File: config.mk
export PLATFORM = sky130hd
export DESIGN_NAME = uart_rx
export DESIGN_NICKNAME = d
export VERILOG_FILES = /design/src/rtl/uart_pkg.sv /design/src/rtl/sync_2ff.sv /design/src/rtl/uart_rx.sv
export SDC_FILE = /design/constraint.sdc
export NUM_CORES = 1
export LEC_CHECK = 0
export CORE_AREA = 3 3 83 85
export CTS_CLUSTER_SIZE = 20
export DETAILED_ROUTE_END_ITERATION = 10
export DIE_AREA = 0 0 86 88
export GPL_ROUTABILITY_DRIVEN = 0
export GPL_TIMING_DRIVEN = 0
export PLACE_DENSITY = 0.56
export SETUP_SLACK_MARGIN = 0.05
export SLEW_MARGIN = 20
export SYNTH_ARGS = -nofsm -noshare
export SYNTH_HDL_FRONTEND = slang
export SYNTH_SLANG_ARGS = --single-unit
File: constraint.sdc
create_clock -name clk -period 2.4 [get_ports clk]
set_input_delay 0.48 -clock clk [delete_from_list [all_inputs] [get_ports clk]]
set_output_delay 0.48 -clock clk [all_outputs]
set_load 0.01 [all_outputs]
File: src/rtl/uart_pkg.sv
// Shared definitions for the UART receive path: frame geometry and FSM states.
package uart_pkg;

  // Data bits per 8N1 frame.
  localparam int DATA_BITS = 8;

  // Receiver FSM states.
  typedef enum logic [2:0] {
    IDLE      = 3'd0,
    START     = 3'd1,
    DATA      = 3'd2,
    STOP      = 3'd3,
    WAIT_HIGH = 3'd4
  } state_e;

endpackage

File: src/rtl/sync_2ff.sv
// Generic two-flop synchronizer for bringing asynchronous levels into clk.
// Flops reset to 1 so an idle-high serial line does not look like a start bit.
module sync_2ff #(
  parameter int WIDTH = 1
) (
  input  logic             clk,
  input  logic             rst,
  input  logic [WIDTH-1:0] d,
  output logic [WIDTH-1:0] q
);

  logic [WIDTH-1:0] meta_reg;
  logic [WIDTH-1:0] sync_reg;

  // Two-stage capture of each bit; the first stage may go metastable.
  always_ff @(posedge clk) begin
    if (rst) begin
      meta_reg <= '1;
      sync_reg <= '1;
    end else begin
      meta_reg <= d;
      sync_reg <= meta_reg;
    end
  end

  assign q = sync_reg;

endmodule

File: src/rtl/uart_rx.sv
// 8N1 UART receiver. Oversamples the synchronized line with clk, samples each
// bit at its midpoint, and presents each good byte with a one-cycle done strobe.
module uart_rx #(
  parameter logic [13:0] KBAUD = 14'd10416
) (
  input  logic       clk,
  input  logic       rst,
  input  logic       data_IN,
  output logic [7:0] data_OUT,
  output logic       Rx_done,
  output logic       busy
);

  import uart_pkg::*;

  localparam int KB = int'(KBAUD);
  localparam int CW = $clog2(KB);
  localparam int IW = $clog2(DATA_BITS);
  localparam logic [CW-1:0] HALF_M1  = CW'(KB / 2 - 1);
  localparam logic [CW-1:0] TERM     = CW'(KB - 1);
  localparam logic [IW-1:0] LAST_IDX = IW'(DATA_BITS - 1);

  logic                 rx_s;
  state_e               state_reg, state_next;
  logic [CW-1:0]        cnt_reg, cnt_next;
  logic [IW-1:0]        idx_reg, idx_next;
  logic [DATA_BITS-1:0] shift_reg;
  logic [7:0]           data_reg, data_next;
  logic                 done_reg, done_next;
  logic                 bit_tick;

  sync_2ff #(.WIDTH(1)) u_sync (
    .clk (clk),
    .rst (rst),
    .d   (data_IN),
    .q   (rx_s)
  );

  // A data bit is captured at the terminal count of its bit period.
  assign bit_tick = (state_reg == DATA) && (cnt_reg == TERM);

  // Next-state, bit-timing counter and output load logic.
  always_comb begin
    state_next = state_reg;
    cnt_next   = cnt_reg + 1'b1;
    idx_next   = idx_reg;
    data_next  = data_reg;
    done_next  = 1'b0;
    case (state_reg)
      IDLE: begin
        cnt_next = '0;
        if (!rx_s) state_next = START;
      end
      START: begin
        // Half a bit in: confirm the start bit, otherwise treat it as a glitch.
        if (cnt_reg == HALF_M1) begin
          cnt_next   = '0;
          idx_next   = '0;
          state_next = rx_s ? IDLE : DATA;
        end
      end
      DATA: begin
        if (cnt_reg == TERM) begin
          cnt_next = '0;
          if (idx_reg == LAST_IDX) state_next = STOP;
          else                     idx_next   = idx_reg + 1'b1;
        end
      end
      STOP: begin
        // Deliver at mid-stop-bit so a back-to-back start edge is not missed.
        if (cnt_reg == TERM) begin
          cnt_next = '0;
          if (rx_s) begin
            data_next  = shift_reg;
            done_next  = 1'b1;
            state_next = IDLE;
          end else begin
            state_next = WAIT_HIGH;
          end
        end
      end
      WAIT_HIGH: begin
        // Framing error or break: wait for the line to return high.
        cnt_next = '0;
        if (rx_s) state_next = IDLE;
      end
      default: begin
        cnt_next   = '0;
        state_next = IDLE;
      end
    endcase
  end

  // Control and output registers.
  always_ff @(posedge clk) begin
    if (rst) begin
      state_reg <= IDLE;
      cnt_reg   <= '0;
      idx_reg   <= '0;
      data_reg  <= 8'h00;
      done_reg  <= 1'b0;
    end else begin
      state_reg <= state_next;
      cnt_reg   <= cnt_next;
      idx_reg   <= idx_next;
      data_reg  <= data_next;
      done_reg  <= done_next;
    end
  end

  // Each shift-register bit loads only when its own index is being sampled.
  generate
    for (genvar gi = 0; gi < DATA_BITS; gi++) begin : g_shift
      always_ff @(posedge clk) begin
        if (rst)                                  shift_reg[gi] <= 1'b0;
        else if (bit_tick && idx_reg == IW'(gi))  shift_reg[gi] <= rx_s;
      end
    end
  endgenerate

  assign data_OUT = data_reg;
  assign Rx_done  = done_reg;
  assign busy     = (state_reg != IDLE);

endmodule

# ---- Yosys cells after proc, flatten, opt, wreduce, memory -nomap -nowiden
# Index checks and enable logic that the tools add are counted.
dict set report totals {
  memories 0
  mem_bits_rw 0
  latchBits 0
  input_bits 3
  out_inout_bits 10
  romBits 0
  regBits 39
  word_cells 74
}
dict set report op_classes {
  shift 0
  div 0
  multipliers 0
  n_lt_le_gt_ge 0
  reduce_logical 18
  addsub 2
  mux 17
  bitwise_logic 2
  n_eq_ne 20
}
# op count
set op_table {}
lappend op_table {{$mux W3} 10}
lappend op_table {{$mux W14} 2}
lappend op_table {{$pmux W14 S2} 1}
lappend op_table {{$eq A3 B3 Y1 const B} 5}
lappend op_table {{$pmux W3 S5} 1}
lappend op_table {{$add A14 B1 Y14 const B} 1}
lappend op_table {{$eq A14 B13 Y1 const B} 1}
lappend op_table {{$eq A14 B14 Y1 const B} 1}
lappend op_table {{$eq A3 B2 Y1 const B} 4}
lappend op_table {{$logic_and A1 B1 Y1} 9}
lappend op_table {{$ne A2 B2 Y1 const B} 4}
lappend op_table {{$eq A3 B1 Y1 const B} 2}
lappend op_table {{$logic_not A3 Y1} 2}
lappend op_table {{$ne A2 B1 Y1 const B} 3}
lappend op_table {{$pmux W3 S2} 1}
lappend op_table {{$reduce_and A6 Y1} 1}
lappend op_table {{$reduce_and A4 Y1} 1}
lappend op_table {{$add A3 B1 Y3 const B} 1}
lappend op_table {{$reduce_and A3 Y1} 1}
lappend op_table {{$reduce_bool A3 Y1} 1}
lappend op_table {{$reduce_or A3 Y1} 1}
lappend op_table {{$mux W2} 1}
lappend op_table {{$not A1 Y1} 2}
lappend op_table {{$reduce_bool A2 Y1} 1}
lappend op_table {{2 further kinds} 2}

# ---- Logic depth before layout (Yosys ltp)
dict set report logic_depth {
  word_depth 4
  ltp_mapped 8
  ltp_nobuf 6
}

# ---- By module
# From an unflattened synthesis, not the netlist that was laid out.
dict set report hier_totals {
  cells_unflattened 209
  hier_area_um2 1830.5
}
# module instances seq_area_each_um2 cells_per_inst area_each_um2
set by_module_without_submodules {}
lappend by_module_without_submodules {uart_rx 1 740.7 205 1778.0}
lappend by_module_without_submodules {sync_2ff 1 40.0 4 52.6}

# ---- Worst setup path after synthesis
# OpenSTA, ideal clock, no wires.
dict set report synth_path {
  path_type {flip-flop to flip-flop}
  startpoint {reg cnt_reg[0]}
  endpoint {reg cnt_reg[7]}
  arrival_ns 2.013
  period_less_slack_ns 2.075
  path_stages_with_launch 9
  n_path_buf 2
  setup_slack_ns 0.325
  setup_ns 0.062
  t_required_ns 2.338
  path_cell_list {dfxtp_1 -> ha_1 -> and4_1 -> and4_2 -> o22a_4 -> or4_1 -> buf_4 -> buf_12 -> nor2_4}
}
dict set report synth_between {
  elab_chain_cells 3
  elab_cells_between_ends 6
  classes_between {add/sub: 1; eq/ne: 2; mux: 3}
}
# element line
set synth_lines {}
lappend synth_lines {{start, declared} uart_rx.sv:25} ;# logic [CW-1:0] cnt_reg, cnt_next;
lappend synth_lines {{start signal, assigned} uart_rx.sv:104} ;# cnt_reg <= cnt_next;
lappend synth_lines {{$add A14 B1 Y14, or another cell as far along} uart_rx.sv:45} ;# cnt_next = cnt_reg + 1'b1;
lappend synth_lines {{$mux W14 (on tied branches)} {uart_rx.sv:63, uart_rx.sv:71, uart_rx.sv:56}}
lappend synth_lines {{$pmux W14 S2 *} uart_rx.sv:49} ;# case (state_reg)
# Every way passes the cells marked *; elsewhere a longest branch is shown, timed or not.
# A chain may end at the register's enable or synchronous reset.

# ---- Worst setup path in the final report
dict set report layout_path {
  startpoint {reg cnt_reg[0]}
  endpoint {reg cnt_reg[2]}
}
# Same word-level chain as after synthesis.

==> metrics.md <==
| Metric | Value |
|---|---|
| Status | `complete, no violations` |
| Syn_area_per_cell | `9.63 um^2` |
| Max Slew Vio Count | `0` |
| DR pass1 iterations | `4` |
| Setup crit end kind | `register` |
| Worst vdd ir | `274 uV` |
| Vias | `1,311` |
| Final period utilization | `0.903` |
| Synth-to-layout area growth | `17.5%` |
| Die Height | `88 um` |
| Total grt overflow | `0` |
| 1st-iter DRT viols | `43` |
| Final setup TNS | `0 ns` |
| Number of top-level pins | `13` |
| Placed insts | `282` |
| Clock transition at path regs | `0.08 ns` |
| Number of global-route vias before repair | `1,310` |
| Worst-path fanout max | `10` |
| Worst EP required | `2.63 ns` |
| Horiz. Die Dim | `86 um` |
| Number of buffers added on ports | `11` |
| Hold Crit Class | `register to register` |
| Setup WS pre-CTS | `0.130 ns` |
| CTS Root Cell | `clkbuf_8` |
| Crit path DAT | `2.39 ns` |
| Yosys top cell area share | `0.418` |
| PwrDens | `595 mW/mm^2` |
| H-tree depth | `2` |
| Clock tree buffer depth | `2` |
| Worst r2r path cells | `8` |
| DRC | `0` |
| Antenna fix cells | `0` |
| Tightest Pin Transition | `0.615 ns` |
| Fin crit period | `2.17 ns` |
| FF-to-FF End | `cnt_reg[2]` |
| Mapped Cells | `194` |
| Clock sink total | `39` |
| Crit path launch | `cnt_reg[0]` |
| Die ar. | `0.00757 mm^2` |
| Area of the core | `0.00628 mm^2` |
| Num rows | `29` |
| Commonest non-fill, non-tap cell in the layout | `dfxtp_1` |
| Most frequent cells in the layout | `dfxtp_1 (39), nor2_1 (30), mux2i_1 (16)` |
| Clock Skew | `0.00660 ns` |
| F_max | `0.462 GHz` |
| Initial antenna violation count | `0` |
| Critical Path Source Type | `register` |
| Non-Filler Instances | `290` |
| Reg2reg start | `cnt_reg[0]` |
| Total Wirelength | `3.20 mm` |
| Unrepaired setup endpoints after global routing | `no` |
| WL per Instance | `11.0 um` |
| DP HPWL | `2.31 mm` |
| Main synth FF type | `dfxtp_1` |
| Number of flops mapped to enable cells by yosys | `0` |
| Largest net degree at the start of global routing | `14` |
| Clock latency on the worst-skew pair | `0.29 ns` |
| Reg2reg setup slack | `0.23 ns` |
| Hold_ws | `0.414 ns` |
| Ys Warns | `0` |
| Overall routing resource usage | `0.0957` |
| Area contributors post-synth | `dfxtp_1 (42%), mux2i_1 (8.6%), nor2_1 (6.0%)` |
| First-pass GRT wire length | `5.82 mm` |
| Post-synth ARST share | `0` |
| TritonCTS clock tree | `done` |
| Hold Buf Count CTS | `0` |
| Setup violations, final | `0` |
| Final hold vios | `0` |
| Syn_nets | `204` |
| Relative slew slack | `0.589` |
| Capture point of the worst path | `cnt_reg[2]` |
| Antenna viol nets, final | `0` |
| P_leak | `0.775 nW` |
| Synth cell types | `43` |
| CTS Buf Count | `5` |
| Fillers | `642` |
| Mapped Area | `0.00187 mm^2` |
| Critical path class | `register to register` |
| Post-synthesis sequential area ratio | `0.418` |
| Worst setup margin | `0.234 ns` |
| Max reg flops | `14` |
| Yosys top cell by area | `dfxtp_1` |
| Nets | `222` |
| Flops & latches, synth | `39` |
| Share of cells above drive strength 1 | `0.155` |
| Max_cap viols | `0` |
| Initial Utilization | `0.298` |
| Via density per instance | `4.52` |
## metrics by stage
stage                util  total power, mW  instance area, um^2
global placement    0.330            0.782                 2070
global route        0.350             1.37                 2190
finish              0.350             1.31                 2190
floorplan               -            0.755                 1870
detailed placement  0.330            0.782                 2070
CTS                 0.348             1.33                 2190
## per-layer routing
layer  vias to the layer above  part of all wire  track usage
met5                         -                 0            0
met1                       592              0.52        0.122
met4                         0            0.0087       0.0388
li1                        698                 -            -
met2                        19              0.45        0.153
met3                         2             0.025       0.0254
## worst min-delay path by stage
stage	cells past startpoint	startpoint	to	slack, ns
4_1_cts	1	u_sync.meta_reg	u_sync.q	0.42
3_3_place_gp	1	u_sync.meta_reg	u_sync.q	0.39
5_1_grt	1	u_sync.meta_reg	u_sync.q	0.43
6_report	1	u_sync.meta_reg	u_sync.q	0.41
3_5_place_dp	1	u_sync.meta_reg	u_sync.q	0.40
2_1_floorplan	1	u_sync.meta_reg	u_sync.q	0.39
## critical path, cell delays in order (launching register included)
cell     delay (ns)
dfxtp_1        0.34
ha_2           0.22
and4_1         0.24
and4_2         0.24
o22a_4         0.25
or4_1          0.40
buf_4          0.17
buf_12         0.16
nor2_4         0.09
## cell usage after synthesis (3+ instances only)
cell	count
a21oi_1	6
clkbuf_1	4
dfxtp_1	39
ha_1	7
inv_1	6
mux2i_1	16
nand2_1	11
nand2b_1	3
nand3_1	8
nand4_1	7
nor2_1	30
nor2_4	8
xnor2_1	6
xor2_1	6
## cell type report
cell class | instances | area, um^2 | share of cell area
Sequential cell | 39 | 781 | 0.356
Buffer | 9 | 65.1 | 0.0296
Clock inverter | 3 | 43.8 | 0.0200
Tap cell | 77 | 96.3 | 0.0439
Timing Repair Buffer | 11 | 110 | 0.0502
Multi-Input combinational cell | 140 | 1010 | 0.459
Clock buffer | 5 | 68.8 | 0.0314
Inverter | 6 | 22.5 | 0.0103
## what timing repair did
| item | 4_1_cts | 5_1_grt |
|---|---|---|
| resized for setup | 0 | 3 |
| setup endpoints to repair | 0 | 8 |
| buffers inserted | 0 | 0 |
## cells by family after synthesis
group,after synthesis,synth area share
buffers and inverters,15,0.0442
flip-flops,39,0.418
AO/OA/AOI/OAI,13,0.0549
XOR/XNOR,12,0.0563
multiplexers,16,0.0857
AND/OR/NAND/NOR,92,0.294
adder cells (fa/ha/maj),7,0.0469
## report_power, final
group | internal (mW) | total, mW | switching, mW
sequential | 0.653 | 0.661 | 0.00725
combinational | 0.0445 | 0.105 | 0.0608
clock | 0.309 | 0.539 | 0.230
Power figures use the tool's default switching activity.
==> edit: new RTL, same flow settings <==
Take the reset off `data_reg` and load it in a clocked block of its own.
--- a/src/rtl/uart_rx.sv
+++ b/src/rtl/uart_rx.sv
@@ -99,3 +99,2 @@
       idx_reg   <= '0;
-      data_reg  <= 8'h00;
       done_reg  <= 1'b0;
@@ -105,5 +104,8 @@
       idx_reg   <= idx_next;
-      data_reg  <= data_next;
       done_reg  <= done_next;
     end
+  end
+
+  always_ff @(posedge clk) begin
+    data_reg <= data_next;
   end
Function: same outputs for any inputs over 10 cycles, from zero or initial values and one cycle with rst high; that may be too few to reach the edited logic, so the function may still have changed.
==> edit against the original RTL <==
  * Sequential share of layout area rose by 3.9 points
  * Area after synthesis is essentially flat
  * Sequential power grew 2%
  * Count of clock-buffer cells in the layout stayed put
  * Power down 2.4%
  * Combinational power decreased by 35%
  * Largest power group unchanged
  * Routed wire length rose by 0.78%
  * Sequential cell count unchanged
  * Register-to-register slack gained 0.06 ns
  * Worst setup slack better by 0.050 ns
  * Design area fell by 0.51%
  * Maximum frequency grew 2.4%
==> edit: results (changes against the original RTL) <==
[final_layout]
diode_count=0  ; unchanged
num-nets-final=211  ; -5.0%
drive_above_1_share_pct=17.3  ; +1.8 points

[logic_synthesis]
edff_count_synth=8  ; +8
seq_area_frac_synth_pct=46.1  ; +4.3 points
ys_dominant_reg_cell=dfxtp_1
postSynthNetCount=193  ; -5.4%
synth.distinct_cells=43  ; unchanged
ys_top_cells_by_count=31 x dfxtp_1, 20 x nor2_1, 10 x nand4_1, 9 x mux2i_1, 9 x nand2_1
synth.area.top_cells=dfxtp_1 33%, edfxtp_1 13%, mux2i_1 4.8%
synth_cells=183  ; -5.7%

[worst_hold_path]
hold_start=u_sync.meta_reg
worst_hold_path_type=flip-flop to flip-flop
whs_path_depth=1  ; unchanged

[worst_setup_path]
reg2reg_depth=6  ; -2
cpMaxStageDelayCell=clkdlybuf4s50_1
critPathMaxStageDelay_ns=0.49  ; +0.09 ns
regToRegEndpoint=data_OUT[4]
largest_delay_share_family_worst_path=buffers and inverters
setup.reg_to_reg.worst_slack_ns=0.29  ; +0.06 ns
cp.arrival_ns=1.64  ; -0.75 ns

[timing]
worstMarginPinSlew_ns=0.624  ; +0.00907 ns
hold_ws_ns=0.416  ; +0.00244 ns
fin_skew_ns=0.00601  ; -0.000589 ns

[grt]
antenna_found_initial=0  ; unchanged
grt_first_pass_wirelength_mm=5.96  ; +2.4%
maximum_number_of_pins_on_one_net_before_global_route_repair=13  ; -1
first_global_vias=1297  ; -0.99%
grtUsageTotal_pct=9.96  ; +0.39 points

[placed_design]
detailed_place_hpwl_mm=2.33  ; +0.90%
dp.cells=271  ; -3.9%
portBuffers=11  ; unchanged
instance_area_at_placement_um2=2070  ; about the same
preCtsSetupSlack_ns=0.0666  ; -0.0639 ns

[detailed_routing]
dr.first_iter.drc_count=55  ; +28%
detail_route.vias_per_cell=4.59  ; +1.5%
drt-total-wl_mm=3.23  ; +0.78%
drt_pass1_iterations=4  ; unchanged
num_vias=1280  ; -2.4%

[clock_network]
htreeDepth=2  ; unchanged
cts-buffers-inserted=5  ; unchanged
worst_skew_pair.late_latency_ns=0.29  ; about the same

[status]
result_of_the_run=completed

[power_and_ir_drop]
peakVddDrop_uv=297  ; +8.2%
cellLeakagePower_nw=0.784  ; +1.1%

edit: cell types whose count changed after synthesis, sizes merged, moves of 3 or more:
cell / unedited run / this run
nor2: 40 / 30
dfxtp: 39 / 31
o21ai: 1 / 7
mux2i: 16 / 9
nand4: 7 / 10
edfxtp: 0 / 8
nor3: 1 / 4
edit: layer usage:
metal	track usage [%]	vias up	routed length (um)
li1	-	671	-
met1	12.8	591	1550
met2	15.9	13	1520
met3	2.82	5	103
met4	3.88	0	55
met5	0	-	0
edit: kinds of logic after synthesis:
group | Yosys count | share of synthesized area [%]
and+or+nand+nor | 83 | 28.2
DFF | 39 | 46.1
AOI/OAI and AO/OA | 18 | 6.43
buffers and inverters | 15 | 4.09
xor gates and xnor gates | 12 | 5.63
muxes | 9 | 4.83
adders and majority gates | 7 | 4.69
edit: power breakdown:
part / internal, mW / switching (mW) / total [mW]
registers: 0.669 / 0.00298 / 0.672
logic: 0.0290 / 0.0395 / 0.0685
clock network: 0.304 / 0.228 / 0.532
edit: final cells by class:
class,count,area (um2)
Clock buffer,5,68.8
Multi-Input combinational cell,129,932
Sequential cell,39,861
Tap cell,77,96.3
Timing Repair Buffer,11,110
Inverter,6,22.5
Fill cell,644,4090
Buffer,9,53.8
Clock inverter,3,38.8
edit: how the worst max path moves through the flow:
stage                            start     endpoint  slack, ns  cells past startpoint
after floorplan             cnt_reg[0]  data_OUT[0]       0.41                      6
after global placement      cnt_reg[0]  data_OUT[7]       0.09                      6
after detailed placement    cnt_reg[0]  data_OUT[7]       0.07                      6
after CTS                   cnt_reg[0]  data_OUT[4]       0.24                      6
after global routing        cnt_reg[0]  data_OUT[1]       0.08                      6
final                     state_reg[2]         busy       0.28                      3
edit: what timing repair did:
item,CTS,global route
gates resized for setup,1,0
hold buffers,0,0
setup endpoints to repair,5,0
